<file path="src/rtl/i2s_tx_serializer_pkg.sv">
// Shared audio types for the I2S transmit path.
// Frame geometry, stereo pair layout and word-select helper.
package i2s_tx_serializer_pkg;

  localparam int I2S_SLOT_BITS  = 32;
  localparam int I2S_FRAME_BITS = 64;

  typedef struct packed {
    logic [I2S_SLOT_BITS-1:0] left;
    logic [I2S_SLOT_BITS-1:0] right;
  } stereo_t;

  // WS leads each slot's MSB by one BCK
  function automatic logic ws_for_bit(input logic [5:0] b);
    return (b >= 6'(I2S_SLOT_BITS - 1)) &&
           (b != 6'(I2S_FRAME_BITS - 1));
  endfunction

endpackage

</file>
<file path="src/rtl/i2s_bck_gen.sv">
// Bit-clock generator: phase counter, registered BCK
// and a tick strobe on the cycle the phase wraps.
module i2s_bck_gen #(
  parameter int BCK_HALF = 4
) (
  input  logic clk_i,
  input  logic rst_i,
  output logic bck_o,
  output logic tick_o
);

  localparam int PW = $clog2(2 * BCK_HALF);
  localparam logic [PW-1:0] PH_LAST = PW'(2 * BCK_HALF - 1);
  localparam logic [PW-1:0] PH_HIGH = PW'(BCK_HALF);

  logic [PW-1:0] ph_q, ph_d;
  logic          bck_q;

  assign tick_o = (ph_q == PH_LAST);
  assign ph_d   = tick_o ? '0 : ph_q + PW'(1);
  assign bck_o  = bck_q;

  always_ff @(posedge clk_i) begin
    if (rst_i) begin
      ph_q  <= '0;
      bck_q <= 1'b0;
    end else begin
      ph_q  <= ph_d;
      bck_q <= (ph_d >= PH_HIGH);
    end
  end

endmodule

</file>
<file path="src/rtl/i2s_tx_serializer.sv">
// Parallel-to-I2S transmitter with one-pair holding buffer
// and optional 2x decimation of incoming sample pairs.
module i2s_tx_serializer
  import i2s_tx_serializer_pkg::*;
#(
  parameter int BCK_HALF  = 4,
  parameter int DATA_BITS = 24
) (
  input  logic                 AMCLK_i,
  input  logic                 ARST_i,
  input  logic [DATA_BITS-1:0] APSDATA_LEFT_i,
  input  logic [DATA_BITS-1:0] APSDATA_RIGHT_i,
  input  logic                 APDATA_VALID_i,
  input  logic                 downsample_2x_i,
  output logic                 I2S_BCK,
  output logic                 I2S_WS,
  output logic                 I2S_DATA,
  output logic                 UNDERFLOW_o,
  output logic                 OVERFLOW_o
);

  logic    tick;
  stereo_t in_pair;
  stereo_t pend_q, pend_d;
  stereo_t act_q, act_d;
  logic    pend_full_q, pend_full_d;
  logic    skip_q, skip_d;
  logic [5:0] b_q, b_d;
  logic    ws_q, ws_d;
  logic    data_q, data_d;
  logic    uf_q, uf_d;
  logic    of_q, of_d;
  logic    frame_start, accept, consume;
  logic [I2S_SLOT_BITS-1:0] word;
  logic [4:0] slot_bit;

  i2s_bck_gen #(
    .BCK_HALF(BCK_HALF)
  ) u_bck (
    .clk_i (AMCLK_i),
    .rst_i (ARST_i),
    .bck_o (I2S_BCK),
    .tick_o(tick)
  );

  assign in_pair.left  = I2S_SLOT_BITS'(APSDATA_LEFT_i);
  assign in_pair.right = I2S_SLOT_BITS'(APSDATA_RIGHT_i);

  always_comb begin
    frame_start = tick && (b_q == 6'(I2S_FRAME_BITS - 1));
    accept  = APDATA_VALID_i && (!downsample_2x_i || !skip_q);
    consume = frame_start && pend_full_q;
    skip_d  = downsample_2x_i &&
              (APDATA_VALID_i ? !skip_q : skip_q);

    // a same-cycle accept refills pending after the hand-off
    act_d       = consume ? pend_q : act_q;
    pend_d      = accept ? in_pair : pend_q;
    pend_full_d = accept || (pend_full_q && !consume);
    uf_d        = frame_start && !pend_full_q;
    of_d        = accept && pend_full_q && !consume;

    b_d      = tick ? b_q + 6'd1 : b_q;
    word     = b_d[5] ? act_d.right : act_d.left;
    slot_bit = b_d[4:0];
    ws_d     = ws_q;
    data_d   = data_q;
    if (tick) begin
      ws_d = ws_for_bit(b_d);
      if ({1'b0, slot_bit} < 6'(DATA_BITS)) begin
        data_d = word[5'(DATA_BITS - 1) - slot_bit];
      end else begin
        data_d = 1'b0;
      end
    end
  end

  always_ff @(posedge AMCLK_i) begin
    if (ARST_i) begin
      pend_q      <= '0;
      act_q       <= '0;
      pend_full_q <= 1'b0;
      skip_q      <= 1'b0;
      b_q         <= 6'(I2S_FRAME_BITS - 1);
      ws_q        <= 1'b0;
      data_q      <= 1'b0;
      uf_q        <= 1'b0;
      of_q        <= 1'b0;
    end else begin
      pend_q      <= pend_d;
      act_q       <= act_d;
      pend_full_q <= pend_full_d;
      skip_q      <= skip_d;
      b_q         <= b_d;
      ws_q        <= ws_d;
      data_q      <= data_d;
      uf_q        <= uf_d;
      of_q        <= of_d;
    end
  end

  assign I2S_WS      = ws_q;
  assign I2S_DATA    = data_q;
  assign UNDERFLOW_o = uf_q;
  assign OVERFLOW_o  = of_q;

endmodule

</file>
<file path="config.mk">
export PLATFORM = sky130hd
export DESIGN_NAME = i2s_tx_serializer
export DESIGN_NICKNAME = d
export VERILOG_FILES = /design/src/rtl/i2s_tx_serializer_pkg.sv /design/src/rtl/i2s_bck_gen.sv /design/src/rtl/i2s_tx_serializer.sv
export SDC_FILE = /design/constraint.sdc
export NUM_CORES = 1
export LEC_CHECK = 0
export CORE_ASPECT_RATIO = 1.5
export CORE_MARGIN = 2
export CORE_UTILIZATION = 58
export CTS_CLUSTER_SIZE = 40
export DETAILED_ROUTE_END_ITERATION = 12
export PLACE_DENSITY = 0.82
export SLEW_MARGIN = 10
export SYNTH_ARGS = -nofsm -noshare
export SYNTH_HDL_FRONTEND = slang
export SYNTH_SLANG_ARGS = --single-unit
</file>
<file path="constraint.sdc">
create_clock -name AMCLK_i -period 7 [get_ports AMCLK_i]
set_input_delay 1.4 -clock AMCLK_i [delete_from_list [all_inputs] [get_ports AMCLK_i]]
set_output_delay 1.4 -clock AMCLK_i [all_outputs]
set_load 0.03 [all_outputs]
</file>
==> metrics.txt <==
HP Class=reg -> reg; first-pass GRT wire length=20600 µm; Routed Antenna Nets=0; max frequency=0.253 GHz; violation count after the first detailed-route iteration=311; final hold vios=0; area growth from synthesis to layout=21.0%; WL/cell=15.6 µm; Port Buffers=56; Max H-tree Level=4; CTS Buf Count=17; status=finished clean; overall routing resource usage=0.275; Multi-input gate area=2500 µm²; pin count of the biggest net entering global routing=114; top_reg_cell synth=dfxtp_1; leakage=2.35 nW; vias in the first global route=4444; ant diodes=0; pwr/cell area=265 nW/µm²; clock slew at reported path FFs=0.05 ns; Worst-Margin Slew=1.11 ns; crit-path max FO=17; Seq/Total Area, Yosys=0.486; Max clock buf depth=2; Routability Congestion=0.923; die span in y=120 µm; Worst EP arrival=4.25 ns; global route overflow=0; post-CTS sizing=0; layout net count=733; Final Cycle Share=0.564; final setup fails=0; area of the mapped netlist=5240 µm²; post-synth top area share=0.486; Post-CTS Setup Repair Bufs=0; Initial Util=0.597; Syn Area/Cell=8.17 µm²; Vias=4585; Detailed Place HPWL=8050 µm; final hold slack=0.432 ns; Reg area=2540 µm²; crit path launch type=register; cell row count=42; max cap viols=0; Synth cell types=51; layout cells sized above 1=0.0783; CTS tree=done; clk_skew=0.00534 ns; Fill cells=696; hold path depth=1; clk sinks=127; I/O Pins=57; Post-Syn Nets=697; die area=9820 µm²; Final Power=1.68 mW; router iterations before antenna repair=5; RSZ-0062 raised after global routing=no; # hold bufs at CTS=0; max-slew violations=0; Routed WL=12500 µm; initial antenna violation count=0; Post-Route Setup TNS=0 ns; EDFF count, synth=0; Clk Latency, worst-skew pair=0.42 ns; Die W=81.6 µm; Synth Register Bits=127; Slew HR=0.257; R2R depth=10; Core ar.=8780 µm²; Root Driver=clkbuf_16; Critical Path RT=7.30 ns; Peak VDD IR=207 µV; largest cells by area after synthesis=dfxtp_1, nand2_1, a21oi_1; min cycle time layout=3.95 ns; ys async rst share=0; vias per inst=5.73; CP endpoint kind=register; DRC=0; Crit Path Category=reg -> reg; Mapped Cells=641; Syn. warnings=0; Yosys top cell by area=dfxtp_1
-- critical path: stages, from the launching register on --
cell and delay [ns]:
dfxtp_1 0.33, ha_1 0.15, ha_1 0.51, and3_4 0.32, a41o_1 0.44, and2_1 0.62
mux2_4 0.35, mux4_2 0.47, a221o_1 0.38, a211oi_2 0.17, nor4_1 0.07
-- power breakdown --
part / switching [mW] / total, mW / internal (mW)
registers: 0.0140 / 0.757 / 0.743
clock network: 0.310 / 0.830 / 0.520
logic: 0.0455 / 0.0907 / 0.0453
total: 0.370 / 1.68 / 1.31
-- cells in the mapped netlist (3+ instances only) --
library cell    n
and3_1          9
nor2b_1         4
a2111oi_0       3
nand3_1         6
a31oi_1         4
mux2i_1         9
a211oi_1        6
buf_1           6
and2_1         18
xnor2_1         6
nand2_1       228
inv_1           3
ha_1            4
clkbuf_1       30
buf_2           3
mux2_2          8
a21oi_1       101
dfxtp_1       127
buf_6           3
nor3_1          5
nand4_1         6
nor2_1         11
nand2b_1        4
mux4_2          5
-- state kept, by name, summed over array words and instances (netlist names) --
register,flops
u_bck.ph_q,2
I2S_DATA,1
UNDERFLOW_o,1
b_q,6
pend_q,48
I2S_WS,1
OVERFLOW_o,1
u_bck.bck_o,1
act_q,64
skip_q,1
pend_full_q,1
-- per-stage QoR --
step	cell area, µm²	util	cells	setup slack (ns)
floorplan	5240	-	641	4.12
global placement	5780	0.658	768	3.18
detailed placement	5780	0.658	768	3.09
CTS	6330	0.722	800	3.07
global route	6330	0.722	800	2.79
finish	6330	0.722	800	3.05
-- placed cells by master (no fill, tap or decap), types with 5 or more instances in the layout --
| cell | instances |
|---|---|
| a211oi_1 | 6 |
| mux2_2 | 8 |
| xnor2_1 | 6 |
| a21oi_1 | 101 |
| nor2_1 | 11 |
| and3_1 | 9 |
| and2_1 | 18 |
| clkinv_2 | 5 |
| buf_4 | 5 |
| nand3_1 | 6 |
| clkbuf_16 | 17 |
| dfxtp_1 | 127 |
| nor3_1 | 5 |
| mux2i_1 | 9 |
| nand4_1 | 6 |
| mux4_2 | 5 |
| clkdlybuf4s50_1 | 55 |
| nand2_1 | 228 |
-- cell families (layout without fill, tap and decap cells) --
group                    count (synthesis)  after routing  share of synthesized area
AO/OA/AOI/OAI                          133            133                      0.146
XOR/XNOR                                 8              8                     0.0134
adder cells (fa/ha/maj)                  4              4                    0.00956
buffers and inverters                   46             95                     0.0387
flip-flops                             127            127                      0.486
multiplexers                            25             25                     0.0631
AND/OR/NAND/NOR                        298            298                      0.243
-- final cells by class --
class | count | share of cell area
well taps | 110 | 0.0217
inverters | 3 | 0.00178
repair buffers | 60 | 0.0928
clock inverters | 11 | 0.0186
multi-input cells | 468 | 0.394
clock buffers | 21 | 0.0695
flip-flops and latches | 127 | 0.401
-- final timing paths --
| kind | start | end | slack, ns |
|---|---|---|---|
| hold reg to reg | u_bck.ph_q[0] | u_bck.ph_q[0] | 0.43 |
| setup reg to reg | u_bck.ph_q[0] | I2S_DATA | 3.05 |
| setup / recovery | u_bck.ph_q[0] | I2S_DATA | 3.05 |
| hold / removal | u_bck.ph_q[0] | u_bck.ph_q[0] | 0.43 |
-- routing by layer --
metal | wire, µm | vias up | track usage | share of wire
met5 | 0 | - | 0 | 0
met4 | 388 | 0 | 0.127 | 0.031
met3 | 460 | 33 | 0.0634 | 0.037
met2 | 6550 | 111 | 0.473 | 0.52
met1 | 5110 | 2208 | 0.316 | 0.41
li1 | - | 2233 | - | -
(Power assumes the default switching activity.)
==> edit 1: new RTL, same flow settings <==
Register the output `I2S_BCK`, cleared by the reset; this adds one clock of latency there. The other outputs are not delayed to match.
--- a/src/rtl/i2s_tx_serializer.sv
+++ b/src/rtl/i2s_tx_serializer.sv
@@ -19,6 +19,8 @@
   output logic                 OVERFLOW_o
 );
 
+  logic I2S_BCK_d;
+
   logic    tick;
   stereo_t in_pair;
   stereo_t pend_q, pend_d;
@@ -39,7 +41,7 @@
   ) u_bck (
     .clk_i (AMCLK_i),
     .rst_i (ARST_i),
-    .bck_o (I2S_BCK),
+    .bck_o (I2S_BCK_d),
     .tick_o(tick)
   );
 
@@ -104,5 +106,13 @@
   assign UNDERFLOW_o = uf_q;
   assign OVERFLOW_o  = of_q;
 
+  always_ff @(posedge AMCLK_i) begin
+    if (ARST_i) begin
+      I2S_BCK <= '0;
+    end else begin
+      I2S_BCK <= I2S_BCK_d;
+    end
+  end
+
 endmodule
 
Check against the original RTL: not equivalent (Yosys sat finds a counterexample within 10 cycles, from zero or initial values and one cycle with ARST_i high).
==> edit 1 against the unedited design <==
Power rose by 3.7%; final area is 1.2% higher; sequential cell count rose by 1; combinational power fell by 0.8%; setup slack better by 0.052 ns; first-iteration DRC count fell by 35%; utilization grew 0.46 points; routed wire length rose by 1.1%; critical path depth stayed put; clock skew is 0.0028 ns higher; synthesized area increased by 0.57%; critical path type unchanged; highest routed layer unchanged.
==> edit 1: results (changes against the unedited design) <==
| Result | Value | Unit | vs unedited |
| --- | --- | --- | --- |
| Setup Skew | 0.00812 | ns | +0.00277 ns |
| Pre-antenna DRT Iters | 7 | - | +2 |
| Input/output buffers | 56 | - | unchanged |
| Slowest CP cell | and2_1 | - |  |
| Cells after Synth | 644 | - | +0.47% |
| Placement-stage worst setup slack | 3.10 | ns | +0.0153 ns |
| Detailed-route wire length per cell | 15.8 | um | +0.89% |
| Number of multi-input logic gates | 469 | - | +0.21% |
| End point of the most critical hold path | u_bck.ph_q[0] | - |  |
| Growth of design area from synthesis to finish | 21.8 | % |  |
| Xor-xnor portion of the synthesized cell area | 1.33 | % | -0.0076 points |
| Met2 usage in global routing | 45.9 | % | -1.4 points |
| Static power due to leakage | 2.37 | nW | +1.2% |
| Hold slack | 0.428 | ns | -0.00382 ns |
| Largest voltage drop on the vdd net | 0.000246 | V | +19% |
| Initial DRC Count | 203 | - | -35% |
| Met1 Routed Length | 5120 | um | +0.18% |
| Count of placed standard cells including taps | 770 | - | +0.26% |
| Worst slew margin relative to its limit | 25.7 | % | -0.048 points |
| Post-CTS Repair Setup Buffers | 0 | - | unchanged |
| Switching component of the power | 382 | uW | +3.4% |
| Reg2Reg Capture Point | I2S_DATA | - |  |
| Met1 demand-to-capacity share in global routing | 31.4 | % | -0.19 points |
| Max stage delay on crit path | 0.60 | ns | -0.02 ns |
| Maximum number of pins on one net before global-route repair | 115 | - | +0.88% |
| Fraction of standard cell area that is sequential | 40.0 | % | -0.18 points |
| Adder-cell share of the synthesized area | 0.951 | % | -0.0055 points |
| Placed Instance Area | 0.00580 | mm^2 | +0.45% |
| Met3 wire length | 576 | um | +25% |
| Post-synthesis net count | 700 | - | +0.43% |
| Placer congestion estimate | 0.955 | - | +3.5% |
| Final clock-cell share | 9.52 | % | +0.71 points |
| Share of the synthesized area in compound gates (AO/OA/AOI/OAI) | 14.5 | % | -0.083 points |
| Final std cells w/o fill | 802 | - | +0.25% |
| Total routing resource utilization after global routing | 27.0 | % | -0.45 points |
| Synth top cells by count | nand2_1, dfxtp_1, a21oi_1 | - |  |
| Mean instance size in the synthesized netlist | 8.18 | um^2 | +0.11% |
| Clock Sinks | 128 | - | +0.79% |
| Routing usage on met3 | 6.79 | % | +0.45 points |
| Highest fanout seen on the critical path | 17 | - | unchanged |
| Via-per-instance ratio | 5.67 | - | -1.0% |
| Filler cell count in the final layout | 692 | - | -0.57% |
| Total Nets Final | 735 | - | +0.27% |
| Fraction of layout instances using a drive strength above 1 | 8.38 | % | +0.56 points |
| Vias in the first global route | 4388 | - | -1.3% |
| Global-route wire length before repair | 20400 | um | -0.74% |
| DP HPWL | 8380 | um | +4.2% |
| Dominant delay contributor by cell family on the critical path | compound AO/OA/AOI/OAI gates | - |  |
| Total met2 wirelength after detailed routing | 6560 | um | +0.14% |
| Outcome | finished clean | - |  |
| Multiplexer share of the synthesized area | 6.27 | % | -0.036 points |
| Leading post-synthesis cells by cell area | dfxtp_1, nand2_1, a21oi_1 | - |  |
| Signal buffers share of area | 9.17 | % | -0.11 points |
-- edit 1: power groups by stage --
stage                     registers [mW]  clock network (mW)  logic, mW
after floorplan                    0.773                   0     0.0512
after global placement             0.778                   0     0.0878
after detailed placement           0.778                   0     0.0904
after CTS                          0.763               0.896     0.0909
after global routing               0.765               0.927      0.100
final                              0.763               0.886     0.0900
-- edit 1: how the worst max path moves through the flow --
| stage | from | endpoint | slack [ns] |
|---|---|---|---|
| floorplan | u_bck.ph_q[0] | I2S_DATA | 4.17 |
| global placement | u_bck.ph_q[0] | I2S_DATA | 3.18 |
| detailed placement | u_bck.ph_q[0] | I2S_DATA | 3.10 |
| CTS | u_bck.ph_q[0] | I2S_DATA | 3.08 |
| global route | u_bck.ph_q[0] | I2S_DATA | 2.88 |
| finish | u_bck.ph_q[0] | I2S_DATA | 3.11 |
==> edit 2: new RTL, config.mk and constraints unchanged <==
Without the edit above. The package constant `I2S_SLOT_BITS` goes from 32 to 40.
--- a/src/rtl/i2s_tx_serializer_pkg.sv
+++ b/src/rtl/i2s_tx_serializer_pkg.sv
@@ -2,7 +2,7 @@
 // Frame geometry, stereo pair layout and word-select helper.
 package i2s_tx_serializer_pkg;
 
-  localparam int I2S_SLOT_BITS  = 32;
+  localparam int I2S_SLOT_BITS  = 40;
   localparam int I2S_FRAME_BITS = 64;
 
   typedef struct packed {
Function: no difference found for any inputs over 10 cycles, from zero or initial values and one cycle with ARST_i high; that may be too few to reach the edited logic, so the function may still have changed.
==> edit 2 against the unedited design <==
Routed wire length grew 1.7%; setup slack improved by 0.070 ns; synthesized area rose by 4.1%; hold slack gained 0.0094 ns; synthesized cell count is 4.1% higher; global-route usage down 1.3 points; final area grew 3.7%; power increased by 2.9%; sequential cell count unchanged; largest cell class is now multi-input combinational cells; largest power group unchanged.
==> edit 2: results (changes against the unedited design) <==
| Result | Value | Unit | vs unedited |
| --- | --- | --- | --- |
| Post-synthesis net count | 723 | - | +3.7% |
| Diodes inserted | 0 | - | unchanged |
| Highest fanout seen on the critical path | 47 | - | +30 |
| Sequential cell area fraction in the yosys report | 46.6 | % | -1.9 points |
| Worst slew margin relative to its limit | 24.7 | % | -1.0 points |
| Filler cell count in the final layout | 722 | - | +3.7% |
| Number of different library cells in the post-synthesis netlist | 48 | - | -5.9% |
| Classification of the worst-slack hold path | reg2reg | - |  |
| Pre-antenna DRT Iters | 5 | - | unchanged |
| Mean instance size in the synthesized netlist | 8.17 | um^2 | about the same |
| Static power due to leakage | 2.50 | nW | +6.3% |
| Cts bufs inserted | 17 | - | unchanged |
| R2R Setup Slk | 3.12 | ns | +0.07 ns |
| Placement-stage worst setup slack | 3.21 | ns | +0.120 ns |
| Fraction of layout instances using a drive strength above 1 | 8.73 | % | +0.91 points |
| Met3 wire length | 681 | um | +48% |
| Global-route wire length before repair | 21300 | um | +3.7% |
| H-Tree Level Count | 4 | - | unchanged |
| Leading post-synthesis cells by cell area | dfxtp_1, nand2_1, a21oi_1 | - |  |
| Slowest CP cell | o21ai_2 | - |  |
| Clock Tree Root | clkbuf_16 | - |  |
| Maximum number of pins on one net before global-route repair | 113 | - | -0.88% |
| Launching point of the worst reg2reg path | u_bck.ph_q[0] | - |  |
| Resize count post-CTS | 0 | - | unchanged |
| Yosys warning count | 0 | - | unchanged |
| Routed wire length | 12700 | um | +1.7% |
| Initial DRC Count | 535 | - | +72% |
| Async SR Flop Fraction | 0 | % | unchanged |
| Outcome | finished clean | - |  |
| Total Nets Final | 754 | - | +2.9% |
| Critical hold path startpoint | u_bck.ph_q[0] | - |  |
| Cell depth of the worst min-delay path | 1 | - | unchanged |
| Max stage delay on crit path | 0.72 | ns | +0.10 ns |
| Post-CTS Repair Setup Buffers | 0 | - | unchanged |
| Met1 Routed Length | 5070 | um | -0.82% |
| Placer congestion estimate | 0.936 | - | +1.4% |
| Reg2Reg Capture Point | I2S_DATA | - |  |
| Hold slack | 0.441 | ns | +0.00935 ns |
| Vias in the first global route | 4540 | - | +2.2% |
| Largest registers | act_q: 64 flops, pend_q: 48 flops, b_q: 6 flops | - |  |
| Synth top cells by count | nand2_1, dfxtp_1, a21oi_1 | - |  |
| Setup Skew | 0.00635 | ns | +0.00101 ns |
| Total met2 wirelength after detailed routing | 6710 | um | +2.4% |
| Total routing resource utilization after global routing | 26.1 | % | -1.3 points |
| Input/output buffers | 56 | - | unchanged |
| Placed Instance Area | 0.00596 | mm^2 | +3.2% |
| Largest voltage drop on the vdd net | 0.000207 | V | about the same |
| Via-per-instance ratio | 5.74 | - | +0.13% |
| DP HPWL | 8290 | um | +3.0% |
| Clk pin slew, worst setup/hold paths | 0.05 | ns | about the same |
| Final std cells w/o fill | 822 | - | +2.8% |
| Arrival time of data at the critical path endpoint | 4.16 | ns | -0.09 ns |
| Count of placed standard cells including taps | 791 | - | +3.0% |
[edit 2: final cells by class]
cell class	instances	area, um^2	area share [%]
Clock buffer	22	494	7.53
Clock inverter	9	108	1.64
Inverter	2	7.51	0.114
Multi-Input combinational cell	490	2690	40.9
Sequential cell	127	2540	38.7
Tap cell	112	140	2.13
Timing Repair Buffer	60	588	8.96
[edit 2: kinds of logic after synthesis]
logic type | synth area share (%)
fa+ha+maj | 0.918
buf+inv | 4.20
simple gates | 23.7
xor+xnor | 1.12
flops | 46.6
mux | 6.34
compound gates | 17.1
[edit 2: worst max-delay path: cells and delay by family, from the launching register on]
| kind | cells | cell delay (ns) |
|---|---|---|
| AO/OA/AOI/OAI | 4 | 1.18 |
| AND/OR/NAND/NOR | 3 | 0.97 |
| adder cells (fa/ha/maj) | 2 | 0.62 |
| multiplexers | 1 | 0.61 |
| flip-flops | 1 | 0.34 |
[edit 2: worst max path at each step]
| stage | from | endpoint | slack, ns |
|---|---|---|---|
| final | u_bck.ph_q[0] | I2S_DATA | 3.12 |
| after global routing | u_bck.ph_q[0] | I2S_DATA | 2.82 |
| after floorplan | u_bck.bck_o | I2S_DATA | 4.36 |
| after detailed placement | u_bck.ph_q[0] | I2S_DATA | 3.21 |
| after global placement | u_bck.ph_q[0] | I2S_DATA | 3.36 |
| after CTS | u_bck.ph_q[0] | I2S_DATA | 3.17 |
[edit 2: metal layers]
layer	track usage [%]	vias to the layer above
li1	-	2344
met1	29.9	2200
met2	45.4	149
met3	7.06	24
met4	12.3	0
met5	0	-
[edit 2: report_power, final]
group / internal, mW / leakage, nW / switching [mW]
sequential: 0.743 / 1.03 / 0.0159
combinational: 0.0458 / 1.17 / 0.0463
clock: 0.568 / 0.294 / 0.308
